### config.mk
export PLATFORM = sky130hd
export DESIGN_NAME = axis_flit_injector
export DESIGN_NICKNAME = d
export VERILOG_FILES = /design/src/rtl/axis_flit_injector.sv
export SDC_FILE = /design/constraint.sdc
export NUM_CORES = 1
export LEC_CHECK = 0
export CAP_MARGIN = 40
export CORE_ASPECT_RATIO = 0.5
export CORE_MARGIN = 1.5
export CORE_UTILIZATION = 35
export CTS_CLUSTER_DIAMETER = 80
export DETAILED_ROUTE_END_ITERATION = 10
export PLACE_DENSITY = 0.6
export SYNTH_ARGS = -nofsm -noshare
export SYNTH_HDL_FRONTEND = slang
export SYNTH_SLANG_ARGS = --single-unit
### constraint.sdc
create_clock -name clk_noc -period 2.1 [get_ports clk_noc]
set_input_delay 0.42 -clock clk_noc [delete_from_list [all_inputs] [get_ports clk_noc]]
set_output_delay 0.42 -clock clk_noc [all_outputs]
set_load 0.02 [all_outputs]
### src/rtl/axis_flit_injector.sv
// axis_flit_injector: serializes AXI-Stream beats into LSB-first flits on a credit-based router link.
// Define AXIS_FLIT_INJECTOR_CREDIT_ERR_EN to add a sticky credit over/underflow flag (credit_err).
module axis_flit_injector #(
   parameter int TDATA_WIDTH          = 128,
   parameter int DEST_WIDTH           = 6,
   parameter int SERIALIZATION_FACTOR = 2,
   parameter int FLIT_WIDTH           = TDATA_WIDTH / SERIALIZATION_FACTOR,
   parameter int FLIT_BUFFER_DEPTH    = 8,
   parameter int CREDIT_WIDTH         = $clog2(FLIT_BUFFER_DEPTH + 1)
) (
   input  logic                    clk_noc,
   input  logic                    rst_n,
   input  logic                    axis_tvalid,
   output logic                    axis_tready,
   input  logic [TDATA_WIDTH-1:0]  axis_tdata,
   input  logic                    axis_tlast,
   input  logic [DEST_WIDTH-1:0]   axis_tdest,
   output logic [FLIT_WIDTH-1:0]   data_out,
   output logic [DEST_WIDTH-1:0]   dest_out,
   output logic                    is_tail_out,
   output logic                    send_out,
`ifdef AXIS_FLIT_INJECTOR_CREDIT_ERR_EN
   output logic                    credit_err,
`endif
   input  logic                    credit_in,
   output logic [CREDIT_WIDTH-1:0] credits_avail
);
   localparam int SW = SERIALIZATION_FACTOR > 1 ? $clog2(SERIALIZATION_FACTOR) : 1;
   localparam logic [SW-1:0] LAST_SLICE = SW'(SERIALIZATION_FACTOR - 1);
   localparam logic [CREDIT_WIDTH-1:0] MAX_CRED = CREDIT_WIDTH'(FLIT_BUFFER_DEPTH);
   typedef enum logic {IDLE, SEND} state_t;
   state_t                  state_q, state_d;
   logic                    rdy_q;
   logic [SW-1:0]           slice_q, slice_d;
   logic [TDATA_WIDTH-1:0]  tdata_q, tdata_d;
   logic [DEST_WIDTH-1:0]   tdest_q, tdest_d;
   logic                    tlast_q, tlast_d;
   logic [CREDIT_WIDTH-1:0] cred_q, cred_d;
   logic [FLIT_WIDTH-1:0]   data_q, data_d;
   logic [DEST_WIDTH-1:0]   dest_q, dest_d;
   logic                    tail_q, tail_d;
   logic                    send_q, send_d;
   logic                    issue, last, accept;
   logic [TDATA_WIDTH-1:0]  shifted;
   // rdy_q keeps tready low until the first edge after reset release
   always_ff @(posedge clk_noc or negedge rst_n) begin
      if (!rst_n) begin
         state_q <= IDLE;
         rdy_q   <= 1'b0;
         slice_q <= '0;
         tdata_q <= '0;
         tdest_q <= '0;
         tlast_q <= 1'b0;
         cred_q  <= MAX_CRED;
         data_q  <= '0;
         dest_q  <= '0;
         tail_q  <= 1'b0;
         send_q  <= 1'b0;
      end else begin
         state_q <= state_d;
         rdy_q   <= 1'b1;
         slice_q <= slice_d;
         tdata_q <= tdata_d;
         tdest_q <= tdest_d;
         tlast_q <= tlast_d;
         cred_q  <= cred_d;
         data_q  <= data_d;
         dest_q  <= dest_d;
         tail_q  <= tail_d;
         send_q  <= send_d;
      end
   end
   always_comb begin
      issue       = state_q == SEND && cred_q != '0;
      last        = slice_q == LAST_SLICE;
      axis_tready = rdy_q && (state_q == IDLE || (issue && last));
      accept      = axis_tvalid && axis_tready;
      shifted     = tdata_q >> (int'(slice_q) * FLIT_WIDTH);
      state_d     = state_q;
      slice_d     = slice_q;
      tdata_d     = tdata_q;
      tdest_d     = tdest_q;
      tlast_d     = tlast_q;
      data_d      = data_q;
      dest_d      = dest_q;
      tail_d      = tail_q;
      send_d      = issue;
      if (issue) begin
         state_d = last ? IDLE : SEND;
         slice_d = last ? '0 : slice_q + SW'(1);
         data_d  = shifted[FLIT_WIDTH-1:0];
         dest_d  = tdest_q;
         tail_d  = tlast_q && last;
      end
      // a beat accepted alongside the previous beat's last flit overrides the return to IDLE
      if (accept) begin
         state_d = SEND;
         slice_d = '0;
         tdata_d = axis_tdata;
         tdest_d = axis_tdest;
         tlast_d = axis_tlast;
      end
      cred_d = (issue && !credit_in) ? cred_q - CREDIT_WIDTH'(1) :
               (!issue && credit_in && cred_q != MAX_CRED) ? cred_q + CREDIT_WIDTH'(1) : cred_q;
   end
   assign data_out      = data_q;
   assign dest_out      = dest_q;
   assign is_tail_out   = tail_q;
   assign send_out      = send_q;
   assign credits_avail = cred_q;
`ifdef AXIS_FLIT_INJECTOR_CREDIT_ERR_EN
   logic err_q;
   always_ff @(posedge clk_noc or negedge rst_n) begin
      if (!rst_n) err_q <= 1'b0;
      else if ((credit_in && !issue && cred_q == MAX_CRED) || (issue && cred_q == '0)) err_q <= 1'b1;
   end
   assign credit_err = err_q;
`endif
endmodule
==> metrics.csv <==
metric;value;unit
ys_types;32;
nFillCells;2177;
rsz0062_at_grt;true;
drc;0;
required;1.68;ns
grt.busiest_layer;met2;
slew_headroom;63.52;%
crit_path_end_kind;output pin;
drive_gt1_share;23.58;%
sequentialPowerShare;39.1;%
p_clk_share;18.8;%
pwr-share-comb;42.1;%
die_h;115.2;um
p_sw_share;33.88;%
p_leak;5.309;nW
track_usage;16.01;%
dr.pass1.iters;4;
grt_antenna_before_repair;1;
stdcell_area;0.01220;mm2
hold_class;in -> async;
via_per_inst;4.554;
cts_buffers;21;
path_clk_slew;0.06;ns
ios;216;
worstSkewPairLatency;0.51;ns
fin_cells;1215;
max_freq;481.9;MHz
ys_seq_elements;214;
gr-usage-met1;20.10;%
postPlaceCellArea;0.01155;mm2
gp_congestion;0.7757;
antenna_left;0;
dp_cells;1175;
cts_tree;yes;
vias;5533;
fin_crit_sh;98.81;%
hold_slack;0.4409;ns
die_w;227.3;um
io_buffers;215;
crit_type;reg -> out;
dp_hpwl;14.46;mm
grt_pass1_vias;5908;
drt-total-wl;20.69;mm
yosysWarningCount;0;
grt_max_degree;67;
r2r_setup_slack;0.19;ns
htreeDepth;1;
coreArea;0.02432;mm2
grt-ovfl-total;0;
maxCapViolCount;0;
initial_utilization;36.20;%
crit_path_max_fanout;3;
netlist_instances;635;
syn_nets;775;
cts_buffer_depth;3;
worstPathArrival;1.65;ns
fp-row-count;40;
fin_nets;1004;
dieArea;0.02618;mm2
postSynthAreaPerCell;13.87;um2
cts.sinks;214;
worst_pin_slew;0.5472;ns
grt_use_met2;28.84;%
internal_power;12.49;mW
clock-root-buffer;clkbuf_16;
slew_violations;0;
fin_crit;2.075;ns
drtIter0Drc;268;
syn_to_final_growth;38.51;%
final_util;50.14;%
hold_violations;0;
p_per_area;1548;mW/mm2
seq_area_frac_synth;60.83;%
netSwitchingPower;6.397;mW
routedWlPerCell;17.03;um
irDropWorstVdd;0.5590;mV
status;finished clean;
grt_pass1_wl;32.65;mm
use_met3;3.118;%
startpoint_type;flop;
setup_viol;0;
synthesis.area;0.008806;mm2
finClkSkew;0.02025;ns
per-stage QoR:
stage	setup TNS, ns	power, mW	setup WS (ns)
after floorplan	0	12.20	0.08165
after global placement	-0.03522	15.31	-0.03522
after detailed placement	0	15.57	0.007376
after CTS	-0.02006	19.19	-0.02006
after global routing	-0.05875	20.21	-0.05875
final	0	18.88	0.02503
routing by layer:
metal  routed length, um  vias to the layer above
li1                    -                     2655
met1                8885                     2782
met2               10780                       69
met3                 699                       27
met4                 328                        0
met5                   0                        -
cell usage after synthesis:
| cell type | number | area [um2] |
|---|---|---|
| a211oi_1 | 1 | 7.510 |
| a21oi_1 | 1 | 5.000 |
| and2_1 | 1 | 6.260 |
| and4b_1 | 1 | 10.01 |
| buf_1 | 2 | 7.510 |
| buf_2 | 17 | 85.08 |
| buf_6 | 8 | 90.09 |
| clkbuf_1 | 12 | 45.04 |
| clkinv_1 | 1 | 3.750 |
| conb_1 | 1 | 3.750 |
| dfrtp_1 | 213 | 5330 |
| dfstp_2 | 1 | 26.28 |
| ha_1 | 1 | 12.51 |
| inv_1 | 1 | 3.750 |
| mux2_2 | 86 | 968.4 |
| mux2_4 | 50 | 750.7 |
| mux2i_1 | 64 | 640.6 |
| nand2_1 | 86 | 322.8 |
| nand2b_1 | 2 | 12.51 |
| nand3_1 | 2 | 10.01 |
| nor2_1 | 5 | 18.77 |
| nor2b_1 | 1 | 6.260 |
| nor3_1 | 1 | 5.000 |
| nor4_1 | 1 | 6.260 |
| nor4_4 | 1 | 21.27 |
| o21a_1 | 1 | 7.510 |
| o21ai_0 | 66 | 330.3 |
| o21ai_2 | 1 | 8.760 |
| o311a_1 | 1 | 10.01 |
| or3_1 | 1 | 6.260 |
| xnor2_1 | 3 | 26.28 |
| xor2_1 | 2 | 17.52 |
cell usage in the layout, fill, tap and decap left out, types with 6 or more instances in the layout:
| cell | netlist | layout |
|---|---|---|
| dfrtp_1 | 213 | 212 |
| clkdlybuf4s50_1 | 0 | 209 |
| nand2_1 | 86 | 86 |
| mux2_2 | 86 | 86 |
| o21ai_0 | 66 | 66 |
| mux2i_1 | 64 | 64 |
| mux2_4 | 50 | 50 |
| clkbuf_16 | 0 | 21 |
| buf_4 | 0 | 16 |
| buf_12 | 0 | 13 |
| clkinv_2 | 0 | 6 |
state kept, by name, indices dropped and copies added, names as in the netlist:
name,count
tlast_q,1
send_out,1
tdest_q,6
credits_avail,4
rdy_q,1
is_tail_out,1
state_q,1
tdata_q,128
dest_out,6
last,1
data_out,64
logic make-up after synthesis:
logic type	share of synthesized area [%]
adder cells (fa/ha/maj)	0.1421
buffers and inverters	2.671
XOR/XNOR	0.4974
other	0.04258
AO/OA/AOI/OAI	4.192
flip-flops	60.83
multiplexers	26.80
AND/OR/NAND/NOR	4.831
layout make-up:
class	instances	area [um2]	share of cell area (%)
clock inverter	9	53.80	0.4411
clock buffer	28	581.8	4.770
sequential	214	5360	43.95
inverter	2	11.26	0.09233
antenna	1	2.502	0.02052
multi-input combinational	380	3229	26.48
timing repair buffer	245	2537	20.80
tap	336	420.4	3.447
repair_timing:
item / in CTS / in global routing
setup buffers: 1 / 0
hold endpoints to repair: 51 / 0
setup endpoints to repair: 5 / 2
pin swaps: 1 / 0
hold buffers: 1 / 0
gates resized for setup: 8 / 1
power groups by stage:
stage          clock, mW  combinational [mW]  sequential (mW)
2_1_floorplan          0                4.16             8.05
3_3_place_gp           0                7.94             7.37
3_5_place_dp           0                8.11             7.46
4_1_cts             3.68                8.10             7.41
5_1_grt             3.88                8.68             7.64
6_report            3.54                7.95             7.39
final timing paths:
| kind | start | to | depth (start not counted) |
|---|---|---|---|
| min in group clk_noc | tdest_q[3]$_DFFE_PN0P_ | dest_out[3]$_DFFE_PN0P_ | 2 |
| worst max-delay path | credits_avail[0]$_DFFE_PN0P_ | axis_tready | 4 |
| worst min-delay path | rst_n | tdata_q[17]$_DFFE_PN0P_ | 2 |
| worst max register to register | credits_avail[0]$_DFFE_PN0P_ | credits_avail[2]$_DFFE_PN0P_ | 8 |
| max in group asynchronous | rst_n | credits_avail[3]$_DFFE_PN1P_ | 3 |
| worst min register to register | tdest_q[3]$_DFFE_PN0P_ | dest_out[3]$_DFFE_PN0P_ | 2 |
critical path: stages (launching register included):
cell	delay, ns
dfrtp_1	0.40
nor4_4	0.32
o21ai_2	0.10
and2_1	0.17
buf_2	0.15
Note: power is estimated with default switching activity, not from simulation.
